--- config.mk ---
export PLATFORM = sky130hd
export DESIGN_NAME = calc_cmd_driver
export DESIGN_NICKNAME = d
export VERILOG_FILES = /design/src/rtl/calc_pkg.sv /design/src/rtl/calc_cmd_fifo.sv /design/src/rtl/calc_cmd_driver.sv
export SDC_FILE = /design/constraint.sdc
export NUM_CORES = 1
export LEC_CHECK = 0
export ABC_AREA = 0
export BUFFER_PORTS_ARGS = -buffer_cell sky130_fd_sc_hd__clkbuf_2
export CORE_ASPECT_RATIO = 0.6
export CORE_UTILIZATION = 28
export CTS_BUF_LIST = sky130_fd_sc_hd__clkbuf_8
export DETAILED_ROUTE_END_ITERATION = 8
export SETUP_SLACK_MARGIN = 0.02
export SKIP_LAST_GASP = 1
export SLEW_MARGIN = 20
export SYNTH_ARGS = -nofsm -noshare
export SYNTH_HDL_FRONTEND = slang
export SYNTH_HIERARCHICAL = 1
export SYNTH_SLANG_ARGS = --single-unit
--- constraint.sdc ---
create_clock -name clk -period 3.1 [get_ports clk]
set_clock_uncertainty 0.2 [all_clocks]
set_input_delay 0.31 -clock clk [delete_from_list [all_inputs] [get_ports clk]]
set_output_delay 0.31 -clock clk [all_outputs]
set_load 0.02 [all_outputs]
--- src/rtl/calc_pkg.sv ---
// Shared definitions for the calculator command driver: data width, opcodes,
// FSM state encoding and the queued command record.
package calc_pkg;

  localparam int DATA_W = 16;
  localparam int OP_W   = 3;

  typedef enum logic [OP_W-1:0] {
    OP_ADD = 3'b000,
    OP_SUB = 3'b001,
    OP_MUL = 3'b010,
    OP_DIV = 3'b011,
    OP_EXP = 3'b100,
    OP_LOG = 3'b101,
    OP_POW = 3'b110,
    OP_MOD = 3'b111
  } op_e;

  typedef enum logic [1:0] {
    ST_IDLE  = 2'd0,
    ST_ISSUE = 2'd1,
    ST_WAIT  = 2'd2,
    ST_RESP  = 2'd3
  } state_e;

  typedef struct packed {
    op_e               op;
    logic [DATA_W-1:0] a;
    logic [DATA_W-1:0] b;
  } cmd_t;

  localparam int CMD_W = $bits(cmd_t);

endpackage

--- src/rtl/calc_cmd_fifo.sv ---
// Command queue: FIFO_DEPTH entries of op+A+B, head visible combinationally.
// Full/empty come straight from the count register; pushes when full and pops when empty are dropped.
module calc_cmd_fifo
  import calc_pkg::*;
#(
  parameter int FIFO_DEPTH = 4,
  parameter int WIDTH      = CMD_W
) (
  input  logic             clk,
  input  logic             reset,
  input  logic             push_i,
  input  logic [WIDTH-1:0] push_dat_i,
  input  logic             pop_i,
  output logic [WIDTH-1:0] head_dat_o,
  output logic             full_o,
  output logic             empty_o
);

  localparam int PTR_W = $clog2(FIFO_DEPTH);
  localparam int CNT_W = PTR_W + 1;

  logic [WIDTH-1:0] mem_q [FIFO_DEPTH];
  logic [PTR_W-1:0] wr_ptr_q;
  logic [PTR_W-1:0] rd_ptr_q;
  logic [CNT_W-1:0] cnt_q;
  logic             do_push;
  logic             do_pop;

  assign full_o     = (cnt_q == CNT_W'(FIFO_DEPTH));
  assign empty_o    = (cnt_q == '0);
  assign do_push    = push_i && !full_o;
  assign do_pop     = pop_i && !empty_o;
  assign head_dat_o = mem_q[rd_ptr_q];

  // Depth is a power of two, so pointers wrap by plain overflow.
  always_ff @(posedge clk) begin
    if (reset) begin
      wr_ptr_q <= '0;
      rd_ptr_q <= '0;
      cnt_q    <= '0;
    end else begin
      if (do_push) wr_ptr_q <= wr_ptr_q + 1'b1;
      if (do_pop)  rd_ptr_q <= rd_ptr_q + 1'b1;
      if (do_push && !do_pop)      cnt_q <= cnt_q + 1'b1;
      else if (!do_push && do_pop) cnt_q <= cnt_q - 1'b1;
    end
  end

  always_ff @(posedge clk) begin
    if (do_push) mem_q[wr_ptr_q] <= push_dat_i;
  end

endmodule

--- src/rtl/calc_cmd_driver.sv ---
// Queues calculator commands and runs them one at a time: push->calc_enable 2 cycles, calc_done->rsp_valid 1 cycle;
// response held until rsp_ready, cmd_ready = !full. CALC_DRV_TIMEOUT_EN adds a WAIT timeout of TIMEOUT_CYCLES.
module calc_cmd_driver
  import calc_pkg::*;
#(
  parameter int FIFO_DEPTH     = 4,
  parameter int TIMEOUT_CYCLES = 64
) (
  input  logic              clk,
  input  logic              reset,
  input  logic              cmd_valid,
  output logic              cmd_ready,
  input  logic [OP_W-1:0]   cmd_op,
  input  logic [DATA_W-1:0] cmd_a,
  input  logic [DATA_W-1:0] cmd_b,
  output logic              calc_enable,
  output logic [OP_W-1:0]   calc_operation,
  output logic [DATA_W-1:0] calc_opa,
  output logic [DATA_W-1:0] calc_opb,
  input  logic              calc_done,
  input  logic [DATA_W-1:0] calc_result,
  input  logic              calc_sign,
  output logic              rsp_valid,
  input  logic              rsp_ready,
  output logic [DATA_W-1:0] rsp_data,
  output logic              rsp_sign,
  output logic [OP_W-1:0]   rsp_op,
  output logic              rsp_timeout,
  output logic              busy
);

  if (FIFO_DEPTH < 2 || FIFO_DEPTH > 16 || (FIFO_DEPTH & (FIFO_DEPTH - 1)) != 0 ||
      TIMEOUT_CYCLES < 1) begin : g_bad_cfg
    $error("calc_cmd_driver: unsupported FIFO_DEPTH or TIMEOUT_CYCLES");
  end

  state_e            state_q;
  logic              en_q;
  op_e               op_q;
  logic [DATA_W-1:0] opa_q;
  logic [DATA_W-1:0] opb_q;
  logic              rsp_vld_q;
  logic [DATA_W-1:0] rsp_dat_q;
  logic              rsp_sign_q;
  op_e               rsp_op_q;

  cmd_t              push_dat;
  cmd_t              head;
  logic [CMD_W-1:0]  head_raw;
  logic              fifo_full;
  logic              fifo_empty;
  logic              pop;

  assign push_dat = '{op: op_e'(cmd_op), a: cmd_a, b: cmd_b};
  assign head     = cmd_t'(head_raw);
  assign pop      = (state_q == ST_IDLE) && !fifo_empty;

  calc_cmd_fifo #(
    .FIFO_DEPTH (FIFO_DEPTH),
    .WIDTH      (CMD_W)
  ) u_fifo (
    .clk        (clk),
    .reset      (reset),
    .push_i     (cmd_valid),
    .push_dat_i (push_dat),
    .pop_i      (pop),
    .head_dat_o (head_raw),
    .full_o     (fifo_full),
    .empty_o    (fifo_empty)
  );

`ifdef CALC_DRV_TIMEOUT_EN
  localparam int TO_W = $clog2(TIMEOUT_CYCLES + 1);
  logic [TO_W-1:0] to_cnt_q;
  logic            rsp_to_q;
  assign rsp_timeout = rsp_to_q;
`else
  assign rsp_timeout = 1'b0;
`endif

  always_ff @(posedge clk) begin
    if (reset) begin
      state_q    <= ST_IDLE;
      en_q       <= 1'b0;
      op_q       <= OP_ADD;
      opa_q      <= '0;
      opb_q      <= '0;
      rsp_vld_q  <= 1'b0;
      rsp_dat_q  <= '0;
      rsp_sign_q <= 1'b0;
      rsp_op_q   <= OP_ADD;
`ifdef CALC_DRV_TIMEOUT_EN
      to_cnt_q   <= '0;
      rsp_to_q   <= 1'b0;
`endif
    end else begin
      en_q <= 1'b0;
      case (state_q)
        ST_IDLE: begin
          if (!fifo_empty) begin
            op_q    <= head.op;
            opa_q   <= head.a;
            opb_q   <= head.b;
            en_q    <= 1'b1;
            state_q <= ST_ISSUE;
          end
        end
        ST_ISSUE: begin
`ifdef CALC_DRV_TIMEOUT_EN
          to_cnt_q <= '0;
`endif
          state_q <= ST_WAIT;
        end
        ST_WAIT: begin
          // calc_done is checked first so a result arriving on the expiry cycle wins.
          if (calc_done) begin
            rsp_dat_q  <= calc_result;
            rsp_sign_q <= calc_sign;
            rsp_op_q   <= op_q;
            rsp_vld_q  <= 1'b1;
`ifdef CALC_DRV_TIMEOUT_EN
            rsp_to_q   <= 1'b0;
`endif
            state_q    <= ST_RESP;
          end
`ifdef CALC_DRV_TIMEOUT_EN
          else if (to_cnt_q == TO_W'(TIMEOUT_CYCLES - 1)) begin
            rsp_dat_q  <= '0;
            rsp_sign_q <= 1'b0;
            rsp_op_q   <= op_q;
            rsp_vld_q  <= 1'b1;
            rsp_to_q   <= 1'b1;
            state_q    <= ST_RESP;
          end else begin
            to_cnt_q <= to_cnt_q + 1'b1;
          end
`endif
        end
        ST_RESP: begin
          if (rsp_ready) begin
            rsp_vld_q <= 1'b0;
            state_q   <= ST_IDLE;
          end
        end
        default: state_q <= ST_IDLE;
      endcase
    end
  end

  assign cmd_ready      = !fifo_full;
  assign calc_enable    = en_q;
  assign calc_operation = op_q;
  assign calc_opa       = opa_q;
  assign calc_opb       = opb_q;
  assign rsp_valid      = rsp_vld_q;
  assign rsp_data       = rsp_dat_q;
  assign rsp_sign       = rsp_sign_q;
  assign rsp_op         = rsp_op_q;
  assign busy           = (state_q != ST_IDLE) || !fifo_empty;

endmodule

### Word level (Yosys, flattened, before mapping)

Memory sizes are Yosys's and may differ from the RTL's. A register that Yosys moved wholly into a read port is not among the register bits.
Index checks and enable logic that the tools add are counted.

* flip-flop bits (word level): 31
* RAM bits: 140
* output and inout bits: 60
* bits of input ports: 57
* memories kept: 1

Memories
* u_fifo.mem_q: depth 4, bits a word 35, rd ports 1, clocked after Yosys merged registers in 1, write ports 1, RTL line calc_cmd_fifo.sv:22 `logic [WIDTH-1:0] mem_q [FIFO_DEPTH];`

* eq/ne operators: 7
* bitwise gates (word level): 2
* reductions and logical operators: 20
* add/subtract/negate cells: 4
* muxes and demuxes: 12

Operators with widths (number)
* 2-bit one-hot mux with 4 select lines: 1
* 2-bit 2-to-1 mux: 3
* 3-bit 2-to-1 mux: 2
* 2-bit != test (second input constant): 3
* 3-bit AND reduction: 2
* 2-bit nonzero test: 3
* 1-bit logical AND: 5
* 1-bit 2-to-1 mux: 5
* 2-bit by 1-bit adder with 2-bit output (second input constant): 2
* 2-bit == test (second input constant): 2
* 1-bit zero test: 4
* 2-bit AND reduction: 2
* 3-bit by 1-bit adder with 3-bit output (second input constant): 1
* 3-bit == test (second input constant): 1
* 3-bit zero test: 1
* 3-bit by 1-bit subtractor with 3-bit output (second input constant): 1
* 2-bit by 1-bit == test with 1-bit output (second input constant): 1
* 2-bit zero test: 1
* 1-bit NOT: 2
* 1-bit one-hot mux with 2 select lines: 1
* 2-bit OR reduction: 1
* 1-bit logical OR: 1

### Logic depth before layout (Yosys ltp)

* depth after elaboration: 7
* depth in mapped cells: 13
* mapped depth without buffers: 11

### Hierarchy

The synthesis kept the hierarchy.

By module, submodules not included
* calc_cmd_fifo: instances 1, cells each 231, area each 5554.1 um2, seq. area each 4384.2 um2
* calc_cmd_driver: instances 1, cells each 268, area each 2158.3 um2, seq. area each 1181.1 um2

### Worst setup path before layout

Ideal clock, no wire load.

* kind: flip-flop to flip-flop
* start point: reg u_fifo.cnt_q[1]
* end point: reg u_fifo.cnt_q[2]
* path buffers: 2
* library setup time: 70 ps
* arrival: 2352 ps
* stages on the path, launching flop included: 13
* path slack: 478 ps
* cells stage by stage: dfxtp_1 -> nor3_1 -> nand2b_1 -> buf_6 -> inv_4 -> buf_6 -> o31ai_2 -> ha_1 -> inv_1 -> fa_1 -> xor2_1 -> or3_1 -> a21oi_1

* cells in the longest elaborated chain, start to end: 7
* elaborated cells on any way between the ends: 16
* classes of those cells: add/sub: 2; eq/ne: 1; mux: 2; reduce/logical: 11

Ends and longest elaborated chain
* start: declaration: RTL line calc_cmd_fifo.sv:25 `logic [CNT_W-1:0] cnt_q;`
* start signal: assignment: RTL line calc_cmd_fifo.sv:44 `if (do_push && !do_pop) cnt_q <= cnt_q + 1'b1;`
* start signal: assignment: RTL line calc_cmd_fifo.sv:45 `else if (!do_push && do_pop) cnt_q <= cnt_q - 1'b1;`
* 3-bit zero test *: RTL line calc_cmd_fifo.sv:30 `assign empty_o = (cnt_q == '0);`
* net fifo_empty: RTL line calc_cmd_driver.sv:51 `logic fifo_empty;`
* 1-bit zero test *: RTL line calc_cmd_driver.sv:56 `assign pop = (state_q == ST_IDLE) && !fifo_empty;`
* 1-bit logical AND *: RTL line calc_cmd_driver.sv:56
* net pop: RTL line calc_cmd_driver.sv:52 `logic pop;`
* 1-bit logical AND *: RTL line calc_cmd_fifo.sv:32 `assign do_pop = pop_i && !empty_o;`
* 1-bit zero test: RTL line calc_cmd_fifo.sv:44
* 1-bit logical AND: RTL line calc_cmd_fifo.sv:44
* 3-bit 2-to-1 mux or 2-bit nonzero test (tied branches)

The timed path passes the listed nets; every way through them passes the cells marked *. The select of a mux whose other input is x is not followed.
A chain may end at the register's enable or synchronous reset.

### Final worst setup path

* start point: reg u_fifo.cnt_q[0]
* end point: reg u_fifo.cnt_q[2]

* cells in the longest elaborated chain, start to end: 7
* elaborated cells on any way between the ends: 16
* classes of those cells: add/sub: 2; eq/ne: 1; mux: 2; reduce/logical: 11

Ends and longest elaborated chain (RTL line)
* 3-bit zero test *: calc_cmd_fifo.sv:30
* net fifo_empty: calc_cmd_driver.sv:51
* 1-bit zero test *: calc_cmd_fifo.sv:32, calc_cmd_driver.sv:56
* 1-bit logical AND: calc_cmd_driver.sv:56
* 1-bit logical AND *: calc_cmd_fifo.sv:32
* 1-bit zero test: calc_cmd_fifo.sv:44
* 1-bit logical AND: calc_cmd_fifo.sv:44
* 3-bit 2-to-1 mux or 2-bit nonzero test (tied branches)

Marks and branches as above.

==> flow_summary.ini <==
[sta]
grt_setup_unrepaired = false
min_period_ps = 2590
hold_violations = 0
slew_violations = 0
worstMarginPinSlew_ps = 760
fin_tns_setup_ps = 0
timing.fmax_mhz = 387
slew_headroom_pct = 49.4
hold_ws_ps = 113
fin_crit_sh_pct = 83.4
finalSetupViolCount = 0
final.setup.worst_slack_ps = 515

[drt]
wirelength_mm = 17.3
drt_first_pass_iters = 4
drtIter0Drc = 229
ant_nets = 0
wl_per_cell_um = 16.1
vias = 4594
vias_per_cell = 4.29
drc_errors = 0

[layout]
mostFrequentLayoutCell = edfxtp_1
multiInputGateArea_mm2 = 0.00191
final_util_pct = 37.1
num-fill-cells = 2563
num_antenna_cells = 0
final_cell_mix = edfxtp_1 (140), clkbuf_2 (114), nand2_1 (113)
synthToLayoutAreaGrowth_pct = 28.5
stdcell_count = 1070
nets = 751
seqCellArea_mm2 = 0.00557
drive_gt1_share_pct = 31.4

[die]
die_y_um = 131
fp.dieW_um = 216
start_util_pct = 28.9
io_pins = 117
die_area_mm2 = 0.0282
core_area_mm2 = 0.0267
rows = 46

[synthesis]
synth_seq_area_share_pct = 72.2
synth_compound_area_share_pct = 4.66
synth-seq-cells = 208
synth_xor_area_share_pct = 0.454
synth_area_leaders = edfxtp_1 (55%), dfxtp_1 (18%), mux4_2 (10%)
yosysTopAreaCell = edfxtp_1
ys_async_sr_fraction_pct = 0
synth_ff_type = edfxtp_1
synth_fa_ha_area_share_pct = 1.56
synth_edf_count = 140
synth.avg_cell_area_um2 = 15.5
synthDistinctLibCells = 33
muxShareOfSynthArea_pct = 10.6
syn-num-nets = 565
synth_cells = 499
synth_top_family_by_area = multiplexers
synthSimpleGateAreaFrac_pct = 7.32
synthesis.area_mm2 = 0.00771
synthDominantCellAreaShare_pct = 54.5
ys.warnings.count = 6

[critical_path]
slowest_stage = dfxtp_1
crit_chain = nor3_1, nand2b_2, inv_4, o31ai_2, ha_1, inv_1, fa_1, xor2_1, or3_1, a21oi_1
reg2reg_to = u_fifo/cnt_q[2]$_SDFFE_PP0P_
crit_path_max_fanout = 6
crit_path_end_kind = flop
cp_top_family = simple AND/OR/NAND/NOR gates
worstPathArrival_ps = 2870
required_ps = 3390
r2r_cells = 10
path_class = reg2reg
cp.buffers_inverters = 2
max_stage_delay_ps = 390
r2r-start = u_fifo/cnt_q[0]$_SDFFE_PP0P_
r2r_slack_ps = 510
start_kind = flop

[cts]
cts_setup_buffers = 0
clk_latency_ps = 570
cts_tree = yes
cts-resized-gates = 0
numClockSinks = 208
cts_buffers = 31
clock_path_buffers = 3
cts_root_buffer = clkbuf_8
clk_pin_slew_ps = 60
htree_levels = 1

[global_routing]
overflow = 0
grtUsageTotal_pct = 12.2
first_global_vias = 4616
grt_max_degree = 42
antenna_found_initial = 0
grt_pass1_wl_mm = 26.4

[hold_path]
min_path_type = in2reg
min_to = u_fifo/rd_ptr_q[0]$_SDFFE_PP0P_
hold_path_startpoint = reset
worstHoldPathCells = 2

[place]
placed_cells = 957
portBuffers = 115
gp_congestion = 0.748
hpwl_mm = 10.4
pre_cts_ws_ps = 543

[power]
power.internal_w = 0.00564
clkPwrFrac_pct = 28.6
switching_share_pct = 32.1
power_frac_seq_pct = 43.9
vdd_drop_max_v = 0.000346
p_comb_share_pct = 27.6
power_switching_w = 0.00267
total_leakage_power_nw = 3.59
powerDensity_mw_per_mm2 = 838

[status]
status = finished, final reports clean

[run]
max_cap_viol_count = 0
[logic make-up (layout without fill, tap and decap cells)]
logic type | count (synthesis) | count (layout)
buf+inv | 37 | 248
flops | 208 | 208
other cells | 1 | 1
mux | 38 | 38
xor+xnor | 4 | 4
compound gates | 66 | 66
simple gates | 136 | 136
fa+ha+maj | 9 | 9
[area by class of cell]
class	instances	share of cell area, %
inverters	9	0.366
clock inverters	22	1.82
clock buffers	36	5.00
multi-input cells	254	19.3
well taps	360	4.55
flip-flops and latches	208	56.2
repair buffers	181	12.8
[through the flow]
step	area, µm²	total power [W]
2_1_floorplan	7710	0.00534
3_3_place_gp	8680	0.00596
3_5_place_dp	8680	0.00598
4_1_cts	9910	0.00844
5_1_grt	9910	0.00881
6_report	9910	0.00831
[Yosys cell counts (2+ instances only)]
library cell and instances:
and2_1 4, xor2_1 4, mux2i_1 3, nand2b_1 5
buf_12 3, o21ai_0 3, dfxtp_1 68, buf_6 5
ha_1 8, inv_1 8, edfxtp_1 140, or3_1 2
nand2_1 113, clkbuf_1 7, a21oi_1 58, buf_2 11
nor2_1 7, mux4_2 35
[sequential cells by signal, indices dropped and copies added, names as in the netlist, named ones only]
signal,cells
u_fifo/mem_q,140
calc_opa,16
calc_opb,16
rsp_data,16
calc_operation,3
rsp_op,3
u_fifo/cnt_q,3
state_q,2
u_fifo/rd_ptr_q,2
u_fifo/wr_ptr_q,2
calc_enable,1
rsp_sign,1
rsp_valid,1
[routing by layer]
metal	vias to the layer above	part of all wire [%]	GRT usage [%]
met5	-	0	0
met4	0	1.5	2.69
met2	136	42	18.3
met1	2240	51	17.6
li1	2194	-	-
met3	24	5.8	3.33
[power groups by stage]
stage,logic [W],registers (W),clock network [W]
finish,0.00229,0.00364,0.00237
global route,0.00253,0.00370,0.00258
CTS,0.00233,0.00365,0.00245
floorplan,0.00147,0.00387,0
detailed placement,0.00227,0.00371,0
global placement,0.00226,0.00370,0
[worst max-delay path by stage]
stage / from / end / slack (ps) / cells after the start
floorplan: u_fifo/cnt_q[1]$_SDFFE_PP0P_ / u_fifo/cnt_q[2]$_SDFFE_PP0P_ / 480 / 12
global placement: u_fifo/cnt_q[0]$_SDFFE_PP0P_ / u_fifo/cnt_q[2]$_SDFFE_PP0P_ / 560 / 10
detailed placement: u_fifo/cnt_q[0]$_SDFFE_PP0P_ / u_fifo/cnt_q[2]$_SDFFE_PP0P_ / 540 / 10
CTS: u_fifo/cnt_q[0]$_SDFFE_PP0P_ / u_fifo/cnt_q[2]$_SDFFE_PP0P_ / 530 / 10
global route: u_fifo/cnt_q[0]$_SDFFE_PP0P_ / u_fifo/cnt_q[2]$_SDFFE_PP0P_ / 330 / 10
finish: u_fifo/cnt_q[0]$_SDFFE_PP0P_ / u_fifo/cnt_q[2]$_SDFFE_PP0P_ / 510 / 10
[timing repair]
item,in CTS,in global routing
endpoints found under the hold margin,161,0
hold buffers,55,0
setup endpoints to repair,0,0
Note: power is estimated with default switching activity, not from simulation.
